`src/rtl/cpu_pkg.sv`:
```
// Shared types and constants for the instruction sequencer.
package cpu_pkg;

  // The sequencer steps through these states in order for each instruction.
  typedef enum logic [2:0] {
    ST_IDLE   = 3'd0,
    ST_FETCH  = 3'd1,
    ST_DECODE = 3'd2,
    ST_READ   = 3'd3,
    ST_EXEC   = 3'd4,
    ST_WB     = 3'd5,
    ST_HALT   = 3'd6
  } state_t;

  // Opcode that stops execution at DECODE without being retired.
  localparam logic [7:0] HALT_OPCODE = 8'hFF;

  // Pipeline stages an ordinary instruction passes through.
  localparam int unsigned NUM_STAGES = 5;

  // True in states where the sequencer is executing and stall applies.
  function automatic logic is_active(input state_t s);
    return (s != ST_IDLE) && (s != ST_HALT);
  endfunction

endpackage

```
`src/rtl/retire_counter.sv`:
```
// Saturating retired-instruction counter with synchronous clear.
module retire_counter
  import cpu_pkg::*;
#(
  parameter int unsigned WIDTH = 16
) (
  input  logic             clk,
  input  logic             reset,
  input  logic             i_clr,
  input  logic             i_inc,
  output logic [WIDTH-1:0] o_count
);

  logic [WIDTH-1:0] r_count;

  // Clear wins over increment; increment stops at the all-ones value.
  always_ff @(posedge clk) begin
    if (reset || i_clr) begin
      r_count <= '0;
    end else if (i_inc && (r_count != {WIDTH{1'b1}})) begin
      r_count <= r_count + WIDTH'(1);
    end
  end

  assign o_count = r_count;

endmodule

```
`src/rtl/cpu_sequencer.sv`:
```
// Multi-cycle instruction sequencer: FETCH/DECODE/READ/EXEC/WB with halt,
// stall and optional PC wrap at the end of the program.
module cpu_sequencer
  import cpu_pkg::*;
#(
  parameter int unsigned PC_WIDTH = 8,
  parameter int unsigned PROG_LEN = 256,
  parameter bit          WRAP_EN  = 1'b1
) (
  input  logic                clk,
  input  logic                reset,
  input  logic                start,
  input  logic                stall,
  input  logic                imem_ready,
  input  logic [7:0]          inst,
  output logic [PC_WIDTH-1:0] pc,
  output logic [7:0]          ir,
  output logic                fetch_en,
  output logic                decode_en,
  output logic                read_en,
  output logic                exec_en,
  output logic                wb_en,
  output logic                busy,
  output logic                halted,
  output logic [15:0]         retired_cnt
);

  localparam logic [PC_WIDTH-1:0] LAST_PC = PC_WIDTH'(PROG_LEN - 1);

  state_t              r_state;
  state_t              w_state_next;
  logic [PC_WIDTH-1:0] r_pc;
  logic [PC_WIDTH-1:0] w_pc_next;
  logic [7:0]          r_ir;
  logic [7:0]          w_ir_next;
  logic                w_cnt_clr;
  logic                w_cnt_inc;
  logic                w_hold;

  // A stall only freezes the machine while it is actually executing.
  assign w_hold = is_active(r_state) && stall;

  // State, PC and instruction register.
  always_ff @(posedge clk) begin
    if (reset) begin
      r_state <= ST_IDLE;
      r_pc    <= '0;
      r_ir    <= 8'h00;
    end else begin
      r_state <= w_state_next;
      r_pc    <= w_pc_next;
      r_ir    <= w_ir_next;
    end
  end

  // Next-state, PC/IR update and counter control.
  always_comb begin
    w_state_next = r_state;
    w_pc_next    = r_pc;
    w_ir_next    = r_ir;
    w_cnt_clr    = 1'b0;
    w_cnt_inc    = 1'b0;
    if (!w_hold) begin
      case (r_state)
        ST_IDLE: begin
          if (start) w_state_next = ST_FETCH;
        end
        ST_FETCH: begin
          if (imem_ready) begin
            w_ir_next    = inst;
            w_state_next = ST_DECODE;
          end
        end
        ST_DECODE: begin
          w_state_next = (r_ir == HALT_OPCODE) ? ST_HALT : ST_READ;
        end
        ST_READ: w_state_next = ST_EXEC;
        ST_EXEC: w_state_next = ST_WB;
        ST_WB: begin
          w_cnt_inc = 1'b1;
          if (r_pc == LAST_PC) begin
            if (WRAP_EN) begin
              w_pc_next    = '0;
              w_state_next = ST_FETCH;
            end else begin
              w_state_next = ST_HALT;
            end
          end else begin
            w_pc_next    = r_pc + PC_WIDTH'(1);
            w_state_next = ST_FETCH;
          end
        end
        ST_HALT: begin
          if (start) begin
            w_pc_next    = '0;
            w_cnt_clr    = 1'b1;
            w_state_next = ST_FETCH;
          end
        end
        default: w_state_next = ST_IDLE;
      endcase
    end
  end

  retire_counter #(
    .WIDTH (16)
  ) u_retire_counter (
    .clk     (clk),
    .reset   (reset),
    .i_clr   (w_cnt_clr),
    .i_inc   (w_cnt_inc),
    .o_count (retired_cnt)
  );

  // Stage strobes depend only on the state register and stall.
  assign fetch_en  = (r_state == ST_FETCH)  && !stall;
  assign decode_en = (r_state == ST_DECODE) && !stall;
  assign read_en   = (r_state == ST_READ)   && !stall;
  assign exec_en   = (r_state == ST_EXEC)   && !stall;
  assign wb_en     = (r_state == ST_WB)     && !stall;

  assign busy   = is_active(r_state);
  assign halted = (r_state == ST_HALT);
  assign pc     = r_pc;
  assign ir     = r_ir;

endmodule

```
`config.mk`:
```
export PLATFORM = sky130hd
export DESIGN_NAME = cpu_sequencer
export DESIGN_NICKNAME = d
export VERILOG_FILES = /design/src/rtl/cpu_pkg.sv /design/src/rtl/retire_counter.sv /design/src/rtl/cpu_sequencer.sv
export SDC_FILE = /design/constraint.sdc
export NUM_CORES = 1
export LEC_CHECK = 0
export CORE_MARGIN = 8
export CORE_UTILIZATION = 43
export DETAILED_ROUTE_END_ITERATION = 7
export PLACE_DENSITY = 0.76
export SYNTH_ARGS = -nofsm -noshare
export SYNTH_HDL_FRONTEND = slang
export SYNTH_HIERARCHICAL = 1
export SYNTH_SLANG_ARGS = --single-unit
```
`constraint.sdc`:
```
create_clock -name clk -period 2.4 [get_ports clk]
set_input_delay 0.36 -clock clk [delete_from_list [all_inputs] [get_ports clk]]
set_output_delay 0.36 -clock clk [all_outputs]
set_load 0.02 [all_outputs]
```
==> results.md <==
* Outcome: completed
* Worst EP arrival at 1.89 ns
* Mapped Avg Cell Area at 8.50 um^2
* GP Congestion at 0.809
* CTS clock-pin slew for the worst setup and hold paths at 0.06 ns
* Routed length on met2 at 2.15 mm
* RR Endpoint: u_retire_counter/o_count[6]
* Compound-Gate Fraction of Synth Area at 0.188
* Pin count of the biggest net entering global routing at 16
* Yosys Warn Count at 6
* Final setup fails at 0
* WL met3 at 464 um
* Post-Place Setup Slack at 0.140 ns
* Slew Limit Fails at 0
* CTS Hold Bufs at 0
* Synth-to-layout area growth at 38.4%
* First-pass DRT Iterations at 4
* DR vias at 1783
* Die X-Extent at 81.0 um
* Combinational family with the most area after synthesis: simple AND/OR/NAND/NOR gates
* CP required at 2.04 ns
* Yosys reg bits at 35
* Global-route wire length before repair at 7.80 mm
* Cell area after synthesis at 1820 um^2
* Adder-cell share of the synthesized area at 0.0138
* Die H at 81.0 um
* Seq/Total Area, Yosys at 0.385
* Hold WC Path Type: register to register
* Pwr dens at 469 nW/um^2
* Initial antenna violation count at 0
* Post-synth EDFFs at 0
* Reg-to-Reg Start: r_state[0]
* Diode count at 0
* Worst Path Max Fanout at 10
* Vias per cell at 5.54
* CTS root buffer: clkbuf_8
* I/O Pins at 52
* Fin util at 0.625
* Highest ir drop seen on vdd at 0.262 mV
* Worst-Margin Slew at 0.587 ns
* Synth Flop Type: dfxtp_1
* Post-synthesis mux area share at 0.00550
* Part of the cycle the worst path needs at 0.936
* Met1 wire length at 2.10 mm
* Initial DRC Count at 76
* Post-synth cell types at 47
* Final setup margin at 0.153 ns
* Fmax achieved at 445 MHz
* Finished Cell Area at 2520 um^2
* CP Capture Type: primary output
* Dpl hpwl at 3.50 mm
* Leakage power total at 0.000874 uW
* Clock Sinks at 35
* Starting Density at 0.452
* Core area at 4030 um^2
* Syn_nets at 229
* # rows at 23
* Setup crit start: stall
* Reg2reg path depth at 5
* Nature of the critical path startpoint: primary input
* Vias in the first global route at 1673
* Ys async rst share at 0
* CTS Buffer Depth at 2
* Worst Skew at 0.00566 ns
* GR Util All Layers at 0.150
* Setup crit end: read_en
* Kind of critical path: primary input to primary output
* Yosys top cell by area: dfxtp_1
* Crit path time final at 2.25 ns
* Final Hold Vio Count at 0
* Count leader, synth: dfxtp_1
* Cell count after synthesis at 214
* Synth top area share at 0.385
* Worst hold slack at 0.472 ns
* Area share of and/or/nand/nor cells after synthesis at 0.340
* Proportion of layout cells with a drive suffix above 1 at 0.103
* CTS tree: yes
* Top post-synthesis cells by count: dfxtp_1, a21oi_1, nand2_1, nand3_1, nor2_1
* RSZ-0062 raised after global routing: false
* Setup bufs post-CTS at 0
* Worst skew pair latency at 0.29 ns
* Final nets at 287
* Setup_tns at 0 ns
* Top sig layer: met4
* H-tree depth at 2
* ANT nets after route at 0
* Post-DP Area at 2430 um^2
* Die ar. at 6570 um^2
* Synth Area in XOR/XNOR at 0.0385
* WL/cell at 14.8 um
* Final WL at 4.78 mm
* PostCTS Resize Cnt at 0
* Synth area leaders: dfxtp_1, a21oi_1, nand2_1
* Grt ovf at 0
* Rel. slew slack at 0.605
* Residual DRC at 0
* PortBufs at 51
* Maxcap violations at 0
* TritonCTS Buffers at 5
* R2r setup slk at 0.43 ns
-- state kept, by name (all words and copies together) (netlist names) --
signal,count
r_state,3
pc,8
u_retire_counter/o_count,16
ir,8
-- worst max-delay path, cell delays in order --
cell and delay [ns]:
clkdlybuf4s50_1 0.43, buf_4 0.18, nor4bb_1 0.26, clkdlybuf4s50_1 0.65
-- stage by stage --
step           power [uW]  std cells
2_1_floorplan         691        214
4_1_cts              1190        322
6_report             1180        322
5_1_grt              1230        322
3_3_place_gp          752        315
3_5_place_dp          753        315
-- cells by family after synthesis --
family / Yosys count
mux: 1
compound gates: 54
xor+xnor: 8
fa+ha+maj: 2
simple gates: 102
buf+inv: 12
flops: 35
-- how the worst min path moves through the flow --
stage / slack [ns] / startpoint / to / cells after the start
2_1_floorplan: 0.43 / reset / r_state[2] / 1
3_3_place_gp: 0.46 / ir[2] / ir[2] / 2
3_5_place_dp: 0.47 / ir[7] / ir[7] / 2
4_1_cts: 0.47 / ir[2] / ir[2] / 2
5_1_grt: 0.49 / ir[4] / ir[4] / 2
6_report: 0.47 / ir[6] / ir[6] / 2
-- area by class of cell --
class                   count  area, um^2
fillers                   389        1510
multi-input cells         167        1070
flip-flops and latches     35         701
repair buffers             61         586
clock buffers               6        82.6
well taps                  50        62.6
inverters                   2        7.51
clock inverters             1        5.00
-- power by group --
part           switching, uW  internal, uW
Clock                    214           225
Combinational           67.7          69.3
Sequential              13.7           590
-- cells in the final DEF (no fill, tap or decap), types with 2 or more instances in the layout --
cell type        synthesis  final
xor2_1                   6      6
a41o_1                   4      4
or4_1                    5      5
a211oi_1                 2      2
clkdlybuf4s50_1          0     51
nor3_1                   5      5
ha_1                     2      2
nand2_1                 22     22
inv_1                    2      2
o21ai_0                  9      9
xnor2_1                  2      2
a21oi_1                 23     23
buf_4                    1     10
and4_1                   5      5
or3_1                    7      7
o31ai_1                  5      5
nand3_1                 16     16
clkbuf_8                 0      6
nand2b_1                 3      3
a31oi_1                  4      4
dfxtp_1                 35     35
nand4_1                  8      8
nor2_1                  13     13
and2_1                   3      3
-- metal layers --
metal | track usage | up-vias
li1 | - | 926
met1 | 0.168 | 805
met2 | 0.238 | 46
met3 | 0.0773 | 6
met4 | 0.0589 | 0
met5 | 0 | -
(Power assumes the default switching activity.)
